==> src/rtl/cpu_pkg.sv <==
// Shared CPU types: decode-to-fetch mode encoding, Thumb NOP and the
// prefetch FIFO entry layout.
package cpu_pkg;

  typedef enum logic [1:0] {
    MODE_STALL  = 2'd0,
    MODE_RUN    = 2'd1,
    MODE_BRANCH = 2'd2
  } mode_t;

  typedef enum logic [1:0] {
    ST_BOOT,
    ST_FETCH,
    ST_FLUSH
  } fetch_state_t;

  localparam logic [15:0] THUMB_NOP = 16'hBF00;

  typedef struct packed {
    logic [31:0] pc;
    logic [15:0] instr;
  } fetch_entry_t;

endpackage

==> src/rtl/fetch_fifo.sv <==
// Prefetch FIFO of fetch_entry_t; a synchronous clear wins over a push in
// the same cycle. The caller never pushes when full or pops when empty.
module fetch_fifo
  import cpu_pkg::*;
#(
  parameter int DEPTH = 4
) (
  input  logic                     clk,
  input  logic                     rst,
  input  logic                     clear,
  input  logic                     push,
  input  fetch_entry_t             push_data,
  input  logic                     pop,
  output fetch_entry_t             head,
  output logic [$clog2(DEPTH):0]   count
);

  localparam int AW = $clog2(DEPTH);

  fetch_entry_t   mem [DEPTH];
  logic [AW-1:0]  rd_ptr;
  logic [AW-1:0]  wr_ptr;

  // NOTE: non-blocking assignments for all clocked state, so every register
  // samples pre-edge values regardless of statement order.
  always_ff @(posedge clk) begin
    if (rst || clear) begin
      rd_ptr <= '0;
      wr_ptr <= '0;
      count  <= '0;
    end else begin
      if (push) wr_ptr <= wr_ptr + AW'(1);
      if (pop)  rd_ptr <= rd_ptr + AW'(1);
      count <= count + (AW+1)'(push) - (AW+1)'(pop);
    end
  end

  // NOTE: the storage array has no reset; pointers and count alone define
  // which entries are valid, so it can map onto plain RAM.
  always_ff @(posedge clk) begin
    if (push && !clear) mem[wr_ptr] <= push_data;
  end

  assign head = mem[rd_ptr];

endmodule

==> src/rtl/fetch_unit.sv <==
// Instruction fetch stage: in-order halfword reads into a prefetch FIFO,
// one instruction per cycle to decode. Define FETCH_STATS_EN for counters.
module fetch_unit
  import cpu_pkg::*;
#(
  parameter int          FIFO_DEPTH      = 4,
  parameter int          MAX_OUTSTANDING = 2,
  parameter logic [31:0] RESET_PC        = 32'h0
) (
  input  logic        clk,
  input  logic        rst,
  input  logic [1:0]  i_mode,
  input  logic [31:0] i_branch_target,
  output logic        o_imem_req,
  output logic [31:0] o_imem_addr,
  input  logic        i_imem_gnt,
  input  logic        i_imem_rvalid,
  input  logic [15:0] i_imem_rdata,
  output logic [15:0] o_ir_r,
  output logic        o_ir_valid_r,
  output logic [31:0] o_pc_r
`ifdef FETCH_STATS_EN
  ,
  output logic [31:0] o_stat_fetched_r,
  output logic [15:0] o_stat_flush_r
`endif
);

  localparam int CW = $clog2(FIFO_DEPTH) + 1;

  fetch_state_t  state;
  logic [31:0]   pc;
  logic [CW-1:0] outstanding;
  logic [CW-1:0] drop;
  logic [CW-1:0] fifo_count;
  fetch_entry_t  head;
  fetch_entry_t  push_entry;

  logic          grant, is_branch, drop_rsp, accept_rsp, do_push, do_pop;
  logic [CW-1:0] out_next, drop_next, drop_branch;

  // The FIFO-plus-outstanding bound is what keeps pushes from overflowing.
  assign o_imem_req = !rst && (state == ST_FETCH)
                   && (({1'b0, fifo_count} + {1'b0, outstanding}) < (CW+1)'(FIFO_DEPTH))
                   && (outstanding < CW'(MAX_OUTSTANDING));
  assign o_imem_addr = pc;

  // NOTE: every always_comb output is assigned on every path, so no latches.
  always_comb begin
    grant       = o_imem_req && i_imem_gnt;
    is_branch   = (state != ST_BOOT) && (i_mode == MODE_BRANCH);
    drop_rsp    = i_imem_rvalid && (drop != '0);
    accept_rsp  = i_imem_rvalid && (drop == '0) && (outstanding != '0);
    do_push     = accept_rsp && !is_branch;
    do_pop      = !is_branch && (i_mode == MODE_RUN) && (fifo_count != '0);
    out_next    = outstanding + CW'(grant) - CW'(accept_rsp);
    drop_next   = drop - CW'(drop_rsp);
    drop_branch = drop_next + out_next;
    // Responses return in order, so the oldest outstanding address trails pc.
    push_entry.pc    = pc - 32'({outstanding, 1'b0});
    push_entry.instr = i_imem_rdata;
  end

  fetch_fifo #(.DEPTH(FIFO_DEPTH)) u_fifo (
    .clk       (clk),
    .rst       (rst),
    .clear     (is_branch),
    .push      (do_push),
    .push_data (push_entry),
    .pop       (do_pop),
    .head      (head),
    .count     (fifo_count)
  );

  always_ff @(posedge clk) begin
    if (rst) begin
      state        <= ST_BOOT;
      pc           <= RESET_PC & ~32'd1;
      outstanding  <= '0;
      drop         <= '0;
      o_ir_r       <= THUMB_NOP;
      o_ir_valid_r <= 1'b0;
      o_pc_r       <= '0;
    end else if (is_branch) begin
      // Everything in flight, including a request granted right now, is owed.
      pc           <= i_branch_target & ~32'd1;
      outstanding  <= '0;
      drop         <= drop_branch;
      o_ir_r       <= THUMB_NOP;
      o_ir_valid_r <= 1'b0;
      state        <= (drop_branch != '0) ? ST_FLUSH : ST_FETCH;
    end else begin
      if (grant) pc <= pc + 32'd2;
      outstanding <= out_next;
      drop        <= drop_next;
      case (state)
        ST_BOOT:  state <= ST_FETCH;
        ST_FLUSH: if (drop_next == '0) state <= ST_FETCH;
        default:  state <= state;
      endcase
      if (i_mode == MODE_RUN) begin
        if (fifo_count != '0) begin
          o_ir_r       <= head.instr;
          o_pc_r       <= head.pc;
          o_ir_valid_r <= 1'b1;
        end else begin
          o_ir_r       <= THUMB_NOP;
          o_ir_valid_r <= 1'b0;
        end
      end
    end
  end

`ifdef FETCH_STATS_EN
  always_ff @(posedge clk) begin
    if (rst) begin
      o_stat_fetched_r <= '0;
      o_stat_flush_r   <= '0;
    end else begin
      if (do_push && (o_stat_fetched_r != '1)) o_stat_fetched_r <= o_stat_fetched_r + 32'd1;
      if (is_branch && (o_stat_flush_r != '1)) o_stat_flush_r <= o_stat_flush_r + 16'd1;
    end
  end
`endif

endmodule

==> config.mk <==
export PLATFORM = sky130hd
export DESIGN_NAME = fetch_unit
export DESIGN_NICKNAME = d
export VERILOG_FILES = /design/src/rtl/cpu_pkg.sv /design/src/rtl/fetch_fifo.sv /design/src/rtl/fetch_unit.sv
export SDC_FILE = /design/constraint.sdc
export NUM_CORES = 1
export LEC_CHECK = 0
export BUFFER_PORTS_ARGS = -buffer_cell sky130_fd_sc_hd__buf_2
export CAP_MARGIN = 5
export CORE_ASPECT_RATIO = 0.75
export CORE_MARGIN = 2
export CORE_UTILIZATION = 58
export DETAILED_ROUTE_END_ITERATION = 6
export GPL_TIMING_DRIVEN = 0
export PLACE_DENSITY = 0.79
export SLEW_MARGIN = 20
export SYNTH_ARGS = -nofsm -noshare
export SYNTH_HDL_FRONTEND = slang
export SYNTH_SLANG_ARGS = --single-unit
==> constraint.sdc <==
create_clock -name clk -period 5.1 [get_ports clk]
set_clock_uncertainty 0.1 [all_clocks]
set_input_delay 0.51 -clock clk [delete_from_list [all_inputs] [get_ports clk]]
set_output_delay 0.51 -clock clk [all_outputs]
set_load 0.02 [all_outputs]
## Word-level counts from Yosys, hierarchy flattened

Memories as Yosys holds them, arrays and structs flattened. A register that Yosys moved wholly into a read port is not among the register bits.
Cells that the tools add are included.

- Logic and storage cells: 72
- Register bits: 96
- Memory bits (writable): 192
- Output and inout port bits: 82
- Bits of input ports: 54
- Memories: 1

Memory list:

| name | words | bits a word | rd ports | clocked after memory_dff | wr ports | RTL line | source |
|---|---|---|---|---|---|---|---|
| u_fifo.mem | 4 | 48 | 1 | 1 | 1 | fetch_fifo.sv:20 | `fetch_entry_t mem [DEPTH];` |

- Equality and inequality tests: 5
- Bitwise logic cells: 1
- Magnitude comparators: 2
- Reduce and logical (&&, ||, !) cells: 28
- Multiplexer cells: 13
- $add $sub $neg: 11

Operators with widths:

| cell | count |
|---|---|
| 32-bit two-way mux | 2 |
| 32-bit by 2-bit adder with 32-bit output (second input constant) | 1 |
| 32-bit by 4-bit subtractor with 32-bit output | 1 |
| 16-bit two-way mux | 1 |
| 3-bit nonzero test | 5 |
| 1-bit logical AND | 12 |
| 2-bit two-way mux | 5 |
| 3-bit by 1-bit subtractor with 3-bit output | 3 |
| 3-bit by 1-bit adder with 3-bit output | 2 |
| 3-bit logical NOT | 2 |
| 2-bit by 1-bit adder with 2-bit output (second input constant) | 2 |
| 3-bit by 3-bit adder with 4-bit output | 1 |
| 2-bit by 1-bit == test with 1-bit output (second input constant) | 2 |
| 2-bit == test (second input constant) | 2 |
| 4-bit by 3-bit < comparator with 1-bit output (second input constant) | 1 |
| 2-bit one-hot mux with 2 select lines | 1 |
| 2-bit nonzero test | 2 |
| 3-bit adder | 1 |
| 3-bit by 2-bit < comparator with 1-bit output (second input constant) | 1 |
| 1-bit two-way mux | 3 |
| 3-bit two-way mux | 1 |
| 3-bit by 2-bit != test with 1-bit output (second input constant) | 1 |
| 3-bit AND reduction | 1 |
| 1-bit logical NOT | 2 |
| other kinds (5) | 5 |

## Longest topological paths before layout

- Depth after elaboration: 11
- Depth in mapped cells: 17
- Gate-level depth less buffers: 16

## Cells and area by module

Synthesis repeated with hierarchy kept, for this count alone.

- Cells, all modules: 870
- Area total of the unflattened synthesis: 12010.3 um2

Modules (own cells, without submodules):

| module | cells each | instances | area each (um2) | seq. area each (um2) |
|---|---|---|---|---|
| fetch_fifo | 295 | 1 | 7364.6 | 5945.7 |
| fetch_unit | 575 | 1 | 4645.7 | 1761.7 |

## Least setup slack after synthesis

No wires, ideal clock.

- Kind: input -> register
- Start point: input rst
- End point: register state[0]
- Data required time: 4941 ps
- Data arrival time: 3768 ps
- Stages: 16
- Path buffers: 2
- Setup time: 59 ps
- Slack: 1173 ps
- Cells stage by stage: buf_6 -> nor4b_4 -> and3_1 -> clkbuf_1 -> nand2_1 -> ha_1 -> inv_1 -> ha_1 -> inv_1 -> fa_1 -> inv_1 -> fa_1 -> xor2_1 -> xnor2_1 -> o31ai_1 -> o211a_1

- Longest elaborated chain between the ends: 11

Ends and longest elaborated chain:

| what | RTL line | source |
|---|---|---|
| start, declared | fetch_unit.sv:11 | `input logic rst,` |
| 1-bit logical NOT | fetch_unit.sv:43 | `assign o_imem_req = !rst && (state == ST_FETCH)` |
| 1-bit logical AND | fetch_unit.sv:43 |  |
| 1-bit logical AND | fetch_unit.sv:44 | `&& (({1'b0, fifo_count} + {1'b0, outstanding}) < (CW+1)'(FIFO_DEPTH))` |
| 1-bit logical AND | fetch_unit.sv:45 | `&& (outstanding < CW'(MAX_OUTSTANDING));` |
| via o_imem_req | fetch_unit.sv:14 | `output logic o_imem_req,` |
| 1-bit logical AND | fetch_unit.sv:50 | `grant = o_imem_req && i_imem_gnt;` |
| 3-bit by 1-bit adder with 3-bit output | fetch_unit.sv:56 | `out_next = outstanding + CW'(grant) - CW'(accept_rsp);` |
| 3-bit by 1-bit subtractor with 3-bit output | fetch_unit.sv:56 |  |
| via out_next[1] | fetch_unit.sv:40 | `logic [CW-1:0] out_next, drop_next, drop_branch;` |
| 3-bit adder | fetch_unit.sv:58 | `drop_branch = drop_next + out_next;` |
| 3-bit nonzero test | fetch_unit.sv:91 | `state <= (drop_branch != '0) ? ST_FLUSH : ST_FETCH;` |
| 2-bit two-way mux | fetch_unit.sv:91 |  |
| 2-bit two-way mux | fetch_unit.sv:84 | `end else if (is_branch) begin` |
| end signal, assigned | fetch_unit.sv:91 |  |
| end signal, assigned | fetch_unit.sv:99 | `default: state <= state;` |
| end, declared | fetch_unit.sv:31 | `fetch_state_t state;` |

The timed path passes the listed nets, and every way through them passes these cells.
A chain may end at the register's enable or synchronous reset.

## Final worst setup path

- Start point: register u_fifo.count[2]
- End point: register state[1]

- Longest elaborated chain between the ends: 11

Ends and longest elaborated chain:

| what | RTL line | source |
|---|---|---|
| start, declared | fetch_fifo.sv:15 | `output logic [$clog2(DEPTH):0] count` |
| start signal, assigned | fetch_fifo.sv:34 | `count <= count + (AW+1)'(push) - (AW+1)'(pop);` |
| 3-bit by 3-bit adder with 4-bit output | fetch_unit.sv:44 |  |
| 4-bit by 3-bit < comparator with 1-bit output | fetch_unit.sv:44 |  |
| 1-bit logical AND | fetch_unit.sv:44 |  |
| 1-bit logical AND | fetch_unit.sv:45 |  |
| 1-bit logical AND | fetch_unit.sv:50 |  |
| 3-bit by 1-bit adder with 3-bit output | fetch_unit.sv:56 |  |
| 3-bit by 1-bit subtractor with 3-bit output | fetch_unit.sv:56 |  |
| via out_next[1] | fetch_unit.sv:40 |  |
| 3-bit adder | fetch_unit.sv:58 |  |
| 3-bit nonzero test | fetch_unit.sv:91 |  |
| 2-bit two-way mux | fetch_unit.sv:91 |  |
| 2-bit two-way mux | fetch_unit.sv:84 |  |

The timed path passes the listed nets, and every way through them passes these cells.

==> out/results.txt <==
In this run the worst path has a maximum fanout of 5. The count of TritonRoute iterations in the first routing pass was 5. In the global route stage, overall resource usage came out at 24.7%. For this design the ratio of total power to cell area is 489 mW/mm².

Counting flops with a built-in enable in the synthesized netlist gives 188. The accumulated negative setup slack was 0 ns; the switching portion of total power was 30.5%. TritonCTS built the clock tree. The logs give 0 for the hold violation total from the final report and 0 for the count of final setup violators. The highest clock rate was 0.241 GHz. The flow ran to the end, and the final reports show no timing, DRC or antenna violations.

Clock-pin slew was measured on the worst setup and hold paths at 0.06 ns. Synthesis handed over a netlist of 865 instances. VDD sags by at most 0.260 mV. The final-report max-slew violation count is 0.

Routability-driven placement finished with a final weighted congestion of 0.901. The floorplan die height is 127 µm, and the part of the Yosys area used for sequential elements is 64.3%. The post-layout net count was 1102; the average via count per standard cell was 5.94. The startpoint type of the worst setup path is a register. In the final layout, the multi-input gates occupy 0.00389 mm². Clock tree synthesis found a total of 284 sinks. The area of the die was 0.0214 mm²; the portion of synthesized cell area occupied by the leading cell type was 48.0%. For the count of nets left with antenna violations after detail routing, the log shows 0. The global-route wire length before repair is 40800 µm, and the maximum level of the CTS H-tree is 1. The run gives 0.0136 mm² as the final non-filler cell area. Entering global routing, the biggest net connects 48 pins. Setup repair after global routing left no endpoint under its margin.

For this design the static power due to leakage is 4.91 nW. The repair_antennas step left the layout with diodes totalling 0. The logs give 0 for the initial antenna violation count and 7344 for the via count of the first global-routing pass. Sorting the synthesized cells by area gives the leading types as edfxtp_1, dfxtp_1, mux4_2. Fill cells in the final layout number 1372.

Number of vias in the routed layout: 7753. The run gives 0 as the number of gates resized after CTS. The leading area contributor after synthesis is edfxtp_1. Among all flip-flop cells after synthesis, the most frequent one is edfxtp_1.

After detailed routing, the number of remaining DRC violations is 0. The run gives 26500 µm as the final wirelength. The run gives 0.0128 mm² as the post-detailed-placement cell area.

The required time at the worst-slack endpoint was 5.38 ns. The start-to-end type of the worst setup path is register to register. For this configuration, the core starts out at a cell density of 58.7%. Type of the worst min-delay path: primary input to register.

Relative to the synthesized area, the layout overhead comes to 16.0%. The total overflow left after global routing is 0. The combined flip-flop and latch cell area was 0.00757 mm². The worst-margin pin slew works out to 0.843 ns. Subtracting the final worst setup slack from the clock period gives 4.16 ns. The logs give 136 for the number of top-level pins and 0.0118 mm² for the mapped cell area.

For this block, the initial DRC count from the detailed router was 668. Across the run, the number of max-cap violations was 0. The share of total power dissipated in combinational logic is 25.3%. For the number of buffers on the longest clock path, the log shows 3. Critical path endpoint category: a register. The clock network accounts for 29.9% of the total power.

The worst-case headroom to the max-slew limit is 43.8%. The logs give 4.43 ns for the data arrival time of the critical path and 45 for the number of placement rows. Each instance of the synthesized netlist takes up on average 13.6 µm².

The later-pin clock latency in the skew report came out at 0.53 ns. Cells with a size suffix above 1 make up 22.6% of the layout. The core box area is 0.0200 mm². Buffers inserted during clock tree synthesis total 27. In this run, synthesis produced a sequential element count of 284. The internal reg-to-reg setup slack was 0.94 ns; the share of synthesized flip-flops with an asynchronous set or reset was 0%. The net switching power figure came out at 0.00203 W. The post-DP HPWL was 17700 µm; the count of yosys warnings during synthesis was 0.

The internal power of the cells totals 0.00464 W. The die width was 168 µm. For this run, the share of the core covered by cells in the final layout is 68.1%. In this run the tool buffered the top-level ports with 131 buffer cells.

The unique cell type count in the Yosys netlist was 48; the average detailed-routed wire length per instance was 20.3 µm. Post-CTS timing repair inserted 0 buffers for setup. The tree is rooted in a clkbuf_16.

The final worst-path cycle share works out to 81.5%. Hold repair after CTS inserted 0 buffers. The share of total power dissipated in sequential elements is 44.8%.
area by class of cell:
class,instances,area share [%]
Inverter,24,0.660
Timing Repair Buffer,131,4.81
Buffer,56,1.72
Clock buffer,34,5.15
Sequential cell,284,55.5
Multi-Input combinational cell,502,28.5
Tap cell,258,2.37
Clock inverter,16,1.30
cell usage in the layout (no fill, tap or decap), types with 7 or more instances in the layout:
master | Yosys | final
a211oi_1 | 25 | 25
nand3_1 | 13 | 13
a311oi_1 | 7 | 7
xor2_1 | 20 | 20
a22oi_1 | 9 | 9
edfxtp_1 | 188 | 188
inv_1 | 23 | 23
ha_1 | 18 | 18
clkbuf_16 | 0 | 27
xnor2_1 | 35 | 35
nor2_1 | 69 | 69
and4_1 | 11 | 11
clkbuf_1 | 39 | 46
clkinv_1 | 0 | 8
buf_2 | 8 | 139
nor3_1 | 18 | 18
a21oi_1 | 33 | 33
o22ai_1 | 7 | 7
nor4_1 | 19 | 19
mux4_2 | 47 | 47
nand2_1 | 95 | 95
or3_1 | 8 | 8
o21ai_0 | 9 | 9
dfxtp_1 | 96 | 96
power by group through the flow:
stage	combinational (W)	sequential [W]	clock [W]
after floorplan	0.00107	0.00309	0
after global placement	0.00160	0.00303	0
after detailed placement	0.00165	0.00303	0
after CTS	0.00168	0.00299	0.00201
after global routing	0.00184	0.00301	0.00211
final	0.00169	0.00299	0.00200
worst max-delay path, cell delays in order (launching register included):
cell and delay [ns]:
dfxtp_1 0.39, ha_1 0.25, nor3b_1 0.33, and3_1 0.21, clkbuf_1 0.22, nand2_1 0.21
ha_1 0.32, inv_1 0.05, ha_1 0.13, inv_1 0.05, fa_1 0.50, inv_1 0.07
fa_1 0.42, xor2_1 0.26, xnor2_1 0.09, o31ai_1 0.28, a21oi_1 0.12
final timing paths:
path,startpoint,to,cells after the start
hold / removal,i_imem_rdata[1],u_fifo.mem[0][1]$_DFFE_PP_,1
setup / recovery,u_fifo.count[2]$_SDFF_PP0_,state[1]$_SDFFE_PP0P_,16
setup reg to reg,u_fifo.count[2]$_SDFF_PP0_,state[1]$_SDFFE_PP0P_,16
hold reg to reg,o_pc_r[18]$_SDFFE_PP0P_,o_pc_r[18]$_SDFFE_PP0P_,2
sequential cells by signal, summed over array words and instances, names as in the netlist, named ones only:
signal         cells
u_fifo.mem       188
o_imem_addr       31
o_pc_r            31
o_ir_r            16
drop               3
outstanding        3
u_fifo.count       3
state              2
u_fifo.rd_ptr      2
u_fifo.wr_ptr      2
o_ir_valid_r       1
layer usage:
| layer | vias up | GRT usage [%] | wire, µm |
|---|---|---|---|
| li1 | 3560 | - | - |
| met1 | 3782 | 37.2 | 11700 |
| met2 | 375 | 38.8 | 12100 |
| met3 | 36 | 4.40 | 2290 |
| met4 | 0 | 4.82 | 400 |
| met5 | - | 0 | 0 |
kinds of logic (layout without fill, tap and decap cells):
group / Yosys count / count (layout) / share of synthesized area [%]
other: 1 / 2 / 0.0319
adders and majority gates: 22 / 22 / 2.60
DFF: 284 / 284 / 64.3
muxes: 48 / 48 / 9.09
buffers and inverters: 80 / 261 / 2.77
and+or+nand+nor: 277 / 277 / 11.7
AOI/OAI and AO/OA: 98 / 98 / 5.42
xor gates and xnor gates: 55 / 55 / 4.10
synth_stat cells, types with 8 or more instances:
master and number:
a21oi_1 33, inv_1 23, dfxtp_1 96, and3_1 10
clkbuf_1 39, nor2_1 69, a22oi_1 9, mux4_2 47
a211oi_1 25, nand3_1 13, xnor2_1 35, nand2_1 95
buf_2 8, nor4_1 19, nor3_1 18, o21ai_0 9
or3_1 8, ha_1 18, edfxtp_1 188, xor2_1 20
and4_1 11
metrics by stage:
step	total power [W]	setup slack (ns)	cells	hold WS, ns
floorplan	0.00417	1.17	866	0.385
global placement	0.00462	0.667	1255	0.340
detailed placement	0.00468	0.993	1255	0.343
CTS	0.00668	0.944	1305	0.0829
global route	0.00696	0.642	1305	0.0901
finish	0.00667	0.945	1305	0.0950
(Power assumes the default switching activity.)
